<file path="src/rtl/mem_wb_pkg.sv">
// Shared opcodes, FSM state type and default widths for the MEM/WB stage.
package mem_wb_pkg;

    localparam int DATA_W_DEFAULT = 32;

    localparam logic [5:0] OP_LW = 6'b100011;
    localparam logic [5:0] OP_SW = 6'b101011;

    typedef enum logic [1:0] {
        ST_IDLE = 2'd0,
        ST_MEM  = 2'd1,
        ST_WB   = 2'd2
    } state_t;

endpackage

</file>
<file path="src/rtl/mem_wb_stage_timer.sv">
// mem_ack_timer: counts cycles spent in MEM; tc flags the last cycle before
// an ack timeout (the LIMIT-th cycle in MEM).
module mem_ack_timer #(
    parameter int LIMIT = 16
) (
    input  logic clk,
    input  logic rst_n,
    input  logic clear,
    input  logic enable,
    output logic tc
);

    localparam int CNT_W = $clog2(LIMIT + 1);

    logic [CNT_W-1:0] count_q;

    // NOTE: sequential state uses non-blocking assignments so every flop
    // samples the pre-edge value of its neighbours.
    always_ff @(posedge clk or negedge rst_n) begin
        if (!rst_n) begin
            count_q <= '0;
        end else if (clear) begin
            count_q <= '0;
        end else if (enable && !tc) begin
            count_q <= count_q + 1'b1;
        end
    end

    assign tc = enable && (count_q == CNT_W'(LIMIT - 1));

endmodule

</file>
<file path="src/rtl/mem_wb_stage.sv">
// MIPS-32 memory-access / write-back stage with req/ack data memory port.
// Optional MEM_WB_FWD_EN adds a registered copy of the write port.
module mem_wb_stage
    import mem_wb_pkg::*;
#(
    parameter int DATA_W      = DATA_W_DEFAULT,
    parameter int ACK_TIMEOUT = 16
) (
    input  logic              clk,
    input  logic              rst_n,
    input  logic              ex_valid,
    output logic              ex_ready,
    input  logic [5:0]        ex_opcode,
    input  logic [DATA_W-1:0] ex_result,
    input  logic [DATA_W-1:0] ex_store_data,
    input  logic [4:0]        ex_dest,
    input  logic              ex_reg_write,
    output logic              dmem_req,
    output logic              dmem_we,
    output logic [DATA_W-1:0] dmem_addr,
    output logic [DATA_W-1:0] dmem_wdata,
    input  logic              dmem_ack,
    input  logic [DATA_W-1:0] dmem_rdata,
    output logic              write,
    output logic [4:0]        write_address,
    output logic [DATA_W-1:0] write_material,
    output logic              stall,
    output logic              mem_err
`ifdef MEM_WB_FWD_EN
    ,
    output logic              fwd_valid,
    output logic [4:0]        fwd_addr,
    output logic [DATA_W-1:0] fwd_data
`endif
);

    state_t            state_q, state_d;
    logic [4:0]        dest_q;
    logic [DATA_W-1:0] wb_data_q;
    logic              accept, is_mem_op, enter_mem, load_done, timer_tc, timeout;

    assign ex_ready  = (state_q != ST_MEM);
    assign accept    = ex_valid && ex_ready;
    assign is_mem_op = (ex_opcode == OP_LW) || (ex_opcode == OP_SW);
    assign enter_mem = accept && is_mem_op;
    assign load_done = (state_q == ST_MEM) && dmem_ack && !dmem_we;
    // Ack has priority over the terminal count in the same cycle.
    assign timeout   = (state_q == ST_MEM) && !dmem_ack && timer_tc;

    mem_ack_timer #(
        .LIMIT (ACK_TIMEOUT)
    ) u_timer (
        .clk    (clk),
        .rst_n  (rst_n),
        .clear  (enter_mem),
        .enable (state_q == ST_MEM),
        .tc     (timer_tc)
    );

    always_ff @(posedge clk or negedge rst_n) begin
        if (!rst_n) begin
            state_q <= ST_IDLE;
        end else begin
            state_q <= state_d;
        end
    end

    // NOTE: every combinational output gets a default first so no path
    // through the case can leave it unassigned and infer a latch.
    always_comb begin
        state_d = state_q;
        unique case (state_q)
            ST_IDLE, ST_WB: begin
                state_d = ST_IDLE;
                if (accept) begin
                    if (is_mem_op)         state_d = ST_MEM;
                    else if (ex_reg_write) state_d = ST_WB;
                end
            end
            ST_MEM: begin
                if (dmem_ack)      state_d = dmem_we ? ST_IDLE : ST_WB;
                else if (timer_tc) state_d = ST_IDLE;
            end
            default: state_d = ST_IDLE;
        endcase
    end

    // NOTE: datapath registers are reset too, so the write port and memory
    // bus read as zero after reset rather than stale data.
    always_ff @(posedge clk or negedge rst_n) begin
        if (!rst_n) begin
            dmem_addr  <= '0;
            dmem_wdata <= '0;
            dmem_we    <= 1'b0;
            dest_q     <= '0;
            wb_data_q  <= '0;
            mem_err    <= 1'b0;
        end else begin
            if (enter_mem) begin
                dmem_addr  <= ex_result;
                dmem_wdata <= ex_store_data;
                dmem_we    <= (ex_opcode == OP_SW);
                dest_q     <= ex_dest;
            end else if (accept && ex_reg_write) begin
                wb_data_q <= ex_result;
                dest_q    <= ex_dest;
            end
            if (load_done) wb_data_q <= dmem_rdata;
            if (timeout)   mem_err   <= 1'b1;
        end
    end

    assign dmem_req       = (state_q == ST_MEM);
    assign stall          = (state_q == ST_MEM);
    // $0 is hard-wired to zero, so writes to it are suppressed.
    assign write          = (state_q == ST_WB) && (dest_q != 5'd0);
    assign write_address  = dest_q;
    assign write_material = wb_data_q;

`ifdef MEM_WB_FWD_EN
    always_ff @(posedge clk or negedge rst_n) begin
        if (!rst_n) begin
            fwd_valid <= 1'b0;
            fwd_addr  <= '0;
            fwd_data  <= '0;
        end else begin
            fwd_valid <= write;
            fwd_addr  <= write_address;
            fwd_data  <= write_material;
        end
    end
`endif

endmodule

</file>
<file path="config.mk">
export PLATFORM = sky130hd
export DESIGN_NAME = mem_wb_stage
export DESIGN_NICKNAME = d
export VERILOG_FILES = /design/src/rtl/mem_wb_pkg.sv /design/src/rtl/mem_wb_stage_timer.sv /design/src/rtl/mem_wb_stage.sv
export SDC_FILE = /design/constraint.sdc
export NUM_CORES = 1
export LEC_CHECK = 0
export ABC_CLOCK_PERIOD_IN_PS = 3300
export CELL_PAD_IN_SITES_DETAIL_PLACEMENT = 0
export CELL_PAD_IN_SITES_GLOBAL_PLACEMENT = 1
export CORE_MARGIN = 8
export CORE_UTILIZATION = 35
export CTS_BUF_LIST = sky130_fd_sc_hd__clkbuf_8 sky130_fd_sc_hd__clkbuf_16
export CTS_CLUSTER_DIAMETER = 80
export CTS_CLUSTER_SIZE = 20
export DETAILED_ROUTE_END_ITERATION = 10
export PLACE_DENSITY_LB_ADDON = 0.1
export SLEW_MARGIN = 20
export SYNTH_ARGS = -nofsm -noshare
export SYNTH_HDL_FRONTEND = slang
export SYNTH_SLANG_ARGS = --single-unit
</file>
<file path="constraint.sdc">
create_clock -name clk -period 3.3 [get_ports clk]
set_clock_uncertainty 0.15 [all_clocks]
set_input_delay 0.495 -clock clk [delete_from_list [all_inputs] [get_ports clk]]
set_output_delay 0.495 -clock clk [all_outputs]
set_load 0.02 [all_outputs]
</file>
==> impl_metrics.yaml, run 1 <==
grt:
  antenna_found_initial: 0
  grtUsageTotal: 0.146
  grt_pass1_vias: 3537
  gr-total-overflow: 0
  grt_max_degree: 57
  grt_pass1_wl_microns: 20300
drt:
  drtAntennaViolNets: 0
  highest_layer: "met4"
  drt_drc_violations_left: 0
  met3_length_microns: 1310
  vias_per_cell: 4.58
  met1Wirelength_microns: 5070
  post_drt_wl_per_cell_microns: 18.4
  num_vias: 3231
  routed_wl_microns: 13000
  dr.pass1.iters: 4
  drt_iter0_drc: 86
  wl_met2_microns: 6480
cts:
  cts_tree: "done"
  insertion_delay_ns: 0.34
  clockBufferDepth: 2
  cts_setup_buffers: 0
  cts-htree-levels: 3
  cts_root_buffer: "clkbuf_16"
  clk_pin_slew_ns: 0.06
  clock-sinks: 110
  cts_buffers: 9
floorplan:
  core-area_sq_um: 13700
  die_x_microns: 133
  die-area_sq_um: 17700
  num_io_pins: 219
  die_h_microns: 133
  num_rows: 43
  initial_core_util: 0.352
pwr:
  power.density_nw_per_um2: 561
  p_leak_uw: 0.00327
  vdd_drop_max_uv: 221
flow_run:
  maxCapViolations: 0
setup_path:
  start_kind: "flop"
  required_ns: 2.65
  crit_start: "write_address[1]$_DFFE_PN0P_"
  worst-setup-path-type: "reg2out"
  endpoint_kind: "primary output"
  r2r_cells: 5
  rr_endpoint: "write_material[25]$_DFFE_PN0P_"
  rr_startpoint: "state_q[1]$_DFFE_PN0P_"
  r2r_slack_ns: 0.87
  arrival_ns: 2.00
  critPathCapture: "write"
  worstPathMaxFanout: 3
finish:
  diodes: 0
  multiInputGateArea_sq_um: 1880
  nets: 637
  n_fill_cell: 1229
  drive_above_1_share: 0.306
  finalNonFillerCells: 706
  final_cell_mix: "clkdlybuf4s50_1, dfrtp_1, mux2_2"
  regArea_sq_um: 2750
  layout_commonest_cell: "clkdlybuf4s50_1"
  design_area_sq_um: 7420
  syn2layout_area_growth_pct: 54.4
logic_synthesis:
  synth_seq_area_share: 0.573
  syn_nets: 415
  syn_area_per_cell_sq_um: 16.0
  synth_edf_count: 0
  yosys.cell_types.count: 29
  synthesis.area_sq_um: 4810
  synth-seq-cells: 110
  async_flop_share: 1.00
  ys.flop_type: "dfrtp_1"
  postSynthCellCount: 301
  ys_warn_count: 0
timing:
  layout_min_cycle_time_ns: 2.64
  setup_viol: 0
  max_clock_freq_ghz: 0.379
  timing.hold.ws_ns: 0.332
  max_slew_margin: 0.538
  tns_ns: 0
  rsz0062_at_grt: "false"
  period_share: 0.801
  finalMaxSlewViolations: 0
  worst_pin_slew_ns: 0.690
  hold_viol_final: 0
status:
  status: "complete, no violations"
hold_path:
  worst_hold_path.num_cells: 1
  min_path_type: "reg2reg"
place:
  hpwl_microns: 9990
  io_buffer_count: 218
  dpl_cell_area_sq_um: 7140
  place_inst: 691
  gp_congestion: 0.724
cells in the mapped netlist (2+ instances only):
cell,number,area share
dfrtp_1,110,0.57
nor2_1,7,0.0055
xor2_1,2,0.0036
nand4_1,2,0.0026
mux2_2,104,0.24
ha_1,2,0.0052
inv_1,5,0.0039
nand2_1,5,0.0039
buf_2,2,0.0021
buf_6,12,0.028
nand2b_1,2,0.0026
a21oi_1,2,0.0021
mux2_4,30,0.094
critical path, stage by stage (launching register included):
cell and delay (ns):
dfrtp_1 0.39, or3_1 0.38, o311a_2 0.33, clkdlybuf4s50_1 0.56
stage by stage:
stage	worst slack, ns	utilization	total power [uW]
2_1_floorplan	1.29	-	2420
5_1_grt	0.604	0.543	4380
3_5_place_dp	0.649	0.522	3190
6_report	0.658	0.543	4160
4_1_cts	0.623	0.543	4240
3_3_place_gp	0.680	0.522	3160
power by group:
part | switching, uW | internal, uW
Sequential | 148 | 1610
Combinational | 596 | 781
Clock | 460 | 562
cell type report:
class	count	share of cell area
clock buffers	12	0.0359
clock inverters	2	0.00118
inverters	5	0.00253
multi-input cells	171	0.254
flip-flops and latches	110	0.371
well taps	180	0.0303
repair buffers	226	0.306
worst min path at each step:
stage | start | endpoint
final | mem_err$_DFFE_PN0P_ | mem_err$_DFFE_PN0P_
after global routing | mem_err$_DFFE_PN0P_ | mem_err$_DFFE_PN0P_
after CTS | mem_err$_DFFE_PN0P_ | mem_err$_DFFE_PN0P_
after detailed placement | rst_n | dmem_addr[12]$_DFFE_PN0P_
after global placement | rst_n | dmem_addr[12]$_DFFE_PN0P_
after floorplan | rst_n | dmem_addr[0]$_DFFE_PN0P_
logic make-up (layout without fill, tap and decap cells):
family	Yosys count	after routing	synth area share
multiplexers	134	134	0.337
flip-flops	110	110	0.573
AND/OR/NAND/NOR	25	25	0.0299
buffers and inverters	20	245	0.0357
AO/OA/AOI/OAI	7	7	0.0135
XOR/XNOR	3	3	0.00547
adder cells (fa/ha/maj)	2	2	0.00521
registers in the layout, indices dropped and copies added, names as in the netlist:
register / cells
write_address: 5
state_q: 2
u_timer.count_q: 5
dmem_addr: 32
dmem_we: 1
mem_err: 1
dmem_wdata: 32
write_material: 32
routing by layer:
metal	global-route usage	up-vias
met5	0	-
met4	0.0530	0
met3	0.0670	12
met2	0.239	115
met1	0.165	1590
li1	-	1514
timing repair:
action,4_1_cts,5_1_grt
gates resized for setup,0,0
hold buffers,1,0
endpoints found under the hold margin,17,0
endpoints found under the setup margin,0,0
(Power assumes the default switching activity.)
==> inputs of run 2 (changes only) <==
--- a/config.mk
+++ b/config.mk
@@ -5,11 +5,11 @@
 export SDC_FILE = /design/constraint.sdc
 export NUM_CORES = 1
 export LEC_CHECK = 0
-export ABC_CLOCK_PERIOD_IN_PS = 3300
+export ABC_CLOCK_PERIOD_IN_PS = 2500
 export CELL_PAD_IN_SITES_DETAIL_PLACEMENT = 0
 export CELL_PAD_IN_SITES_GLOBAL_PLACEMENT = 1
 export CORE_MARGIN = 8
-export CORE_UTILIZATION = 35
+export CORE_UTILIZATION = 33
 export CTS_BUF_LIST = sky130_fd_sc_hd__clkbuf_8 sky130_fd_sc_hd__clkbuf_16
 export CTS_CLUSTER_DIAMETER = 80
 export CTS_CLUSTER_SIZE = 20
==> constraint.sdc (replaced) <==
create_clock -name clk -period 2.5 [get_ports clk]
set_clock_uncertainty 0.15 [all_clocks]
set_input_delay 0.375 -clock clk [delete_from_list [all_inputs] [get_ports clk]]
set_output_delay 0.375 -clock clk [all_outputs]
set_load 0.02 [all_outputs]
==> run 2 against run 1 <==
Against the previous run: routed wire length is 0.61% higher; sequential cell count stayed put; critical path depth stayed put; clock power is 50% higher; largest cell class unchanged; largest power group unchanged; highest routed layer unchanged.
==> impl_metrics.yaml, run 2 (synthesized netlist as in run 1, its figures left out) <==
cts:
  cts_tree: "done"
  cts-htree-levels: 3
  clock-sinks: 110
  cts_root_buffer: "clkbuf_16"
  insertion_delay_ns: 0.34
  cts_buffers: 9
  clockBufferDepth: 2
  clk_pin_slew_ns: 0.07
finish:
  fin_util: 0.523
  layout_commonest_cell: "clkdlybuf4s50_1"
  finalNonFillerCells: 712
  drive_above_1_share: 0.307
  diodes: 0
  final_cell_mix: "clkdlybuf4s50_1, dfrtp_1, mux2_2"
  syn2layout_area_growth_pct: 56.4
  nets: 637
drt:
  vias_per_cell: 4.53
  drt_iter0_drc: 88
  num_vias: 3228
  post_drt_wl_per_cell_microns: 18.4
  drtAntennaViolNets: 0
  dr.pass1.iters: 4
  drt_drc_violations_left: 0
  routed_wl_microns: 13100
place:
  io_buffer_count: 218
  dp_slack_ns: 0.143
  place_inst: 695
  hpwl_microns: 9750
  gp_congestion: 0.709
floorplan:
  num_rows: 44
  core-area_sq_um: 14400
  die-area_sq_um: 18700
  die_x_microns: 137
  die_h_microns: 137
  initial_core_util: 0.334
  num_io_pins: 219
setup_path:
  endpoint_kind: "primary output"
  required_ns: 1.98
  arrival_ns: 1.84
  worstPathMaxFanout: 7
  r2r_slack_ns: 0.33
  worst-setup-path-type: "reg2out"
  start_kind: "flop"
timing:
  tns_ns: 0
  finalMaxSlewViolations: 0
  layout_min_cycle_time_ns: 2.36
  max_slew_margin: 0.596
  layout_setup_ws_ns: 0.139
  rsz0062_at_grt: "false"
  period_share: 0.944
  setup_viol: 0
  worst_pin_slew_ns: 0.606
  max_clock_freq_ghz: 0.424
  hold_viol_final: 0
pwr:
  power.density_nw_per_um2: 755
  fin_total_pwr_uw: 5670
  p_leak_uw: 0.00331
  vdd_drop_max_uv: 362
flow_run:
  maxCapViolations: 0
grt:
  grt_use_met1: 0.168
  grtUsageTotal: 0.138
  grt_max_degree: 111
  met3_usage: 0.0573
  grt_pass1_vias: 3597
  gr-total-overflow: 0
  antenna_found_initial: 0
  grt-busiest-layer: "met2"
  grt_pass1_wl_microns: 20100
  grt_util_met2: 0.216
status:
  status: "complete, no violations"
hold_path:
  min_path_type: "reg2reg"
run 2: cell types whose count changed in the layout (fill, tap and decap cells not counted):
cell / delta
clkinv_2: +1
inv_1: +1
buf_4: -4
dlygate4sd2_1: +1
clkdlybuf4s50_1: -1
clkbuf_8: -2
buf_12: +4
bufinv_16: +2
run 2: routing by layer:
metal | up-vias | part of all wire
li1 | 1515 | -
met1 | 1583 | 0.42
met2 | 120 | 0.46
met3 | 10 | 0.10
met4 | 0 | 0.013
met5 | - | 0
run 2: worst max-delay path, cell delays in order, from the launching register on:
cell	delay, ns
dfrtp_1	0.40
nand2b_1	0.30
inv_1	0.18
clkdlybuf4s50_1	0.63
run 2: area by class of cell:
type                            instances  area [sq um]
Sequential cell                       110          2750
Inverter                                5          18.8
Timing Repair Buffer                  226          2320
Tap cell                              184           230
Fill cell                            1255          6850
Clock buffer                           10           239
Clock inverter                          6          77.6
Multi-Input combinational cell        171          1880
run 2: worst paths after layout:
| path | from | to | cells after the start |
|---|---|---|---|
| max | state_q[1]$_DFFE_PN0P_ | stall | 3 |
| min | mem_err$_DFFE_PN0P_ | mem_err$_DFFE_PN0P_ | 1 |
| max reg2reg | u_timer.count_q[0]$_DFFE_PN0P_ | u_timer.count_q[3]$_DFFE_PN0P_ | 7 |
| min reg2reg | mem_err$_DFFE_PN0P_ | mem_err$_DFFE_PN0P_ | 1 |
| max in group asynchronous | rst_n | dmem_wdata[9]$_DFFE_PN0P_ | 3 |
| min in group asynchronous | rst_n | dmem_wdata[31]$_DFFE_PN0P_ | 3 |
run 2: stage by stage:
stage | area (sq um) | hold slack, ns
after floorplan | 4810 | -0.0706
after global placement | 7190 | 0.320
after detailed placement | 7190 | 0.322
after CTS | 7520 | 0.339
after global routing | 7520 | 0.347
final | 7520 | 0.334
run 2: repair_timing:
item	in CTS	in global routing
setup endpoints to repair	1	0
resized for setup	1	0
endpoints found under the hold margin	16	0
buffers inserted	0	0
hold buffers	1	0
run 2: report_power, final:
group          internal [uW]  total [uW]  switching (uW)  leakage (uW)
registers               2130        2320             191       0.00137
clock network            896        1530             634      0.000165
logic                   1030        1820             789       0.00178
total                   4060        5670            1610       0.00331
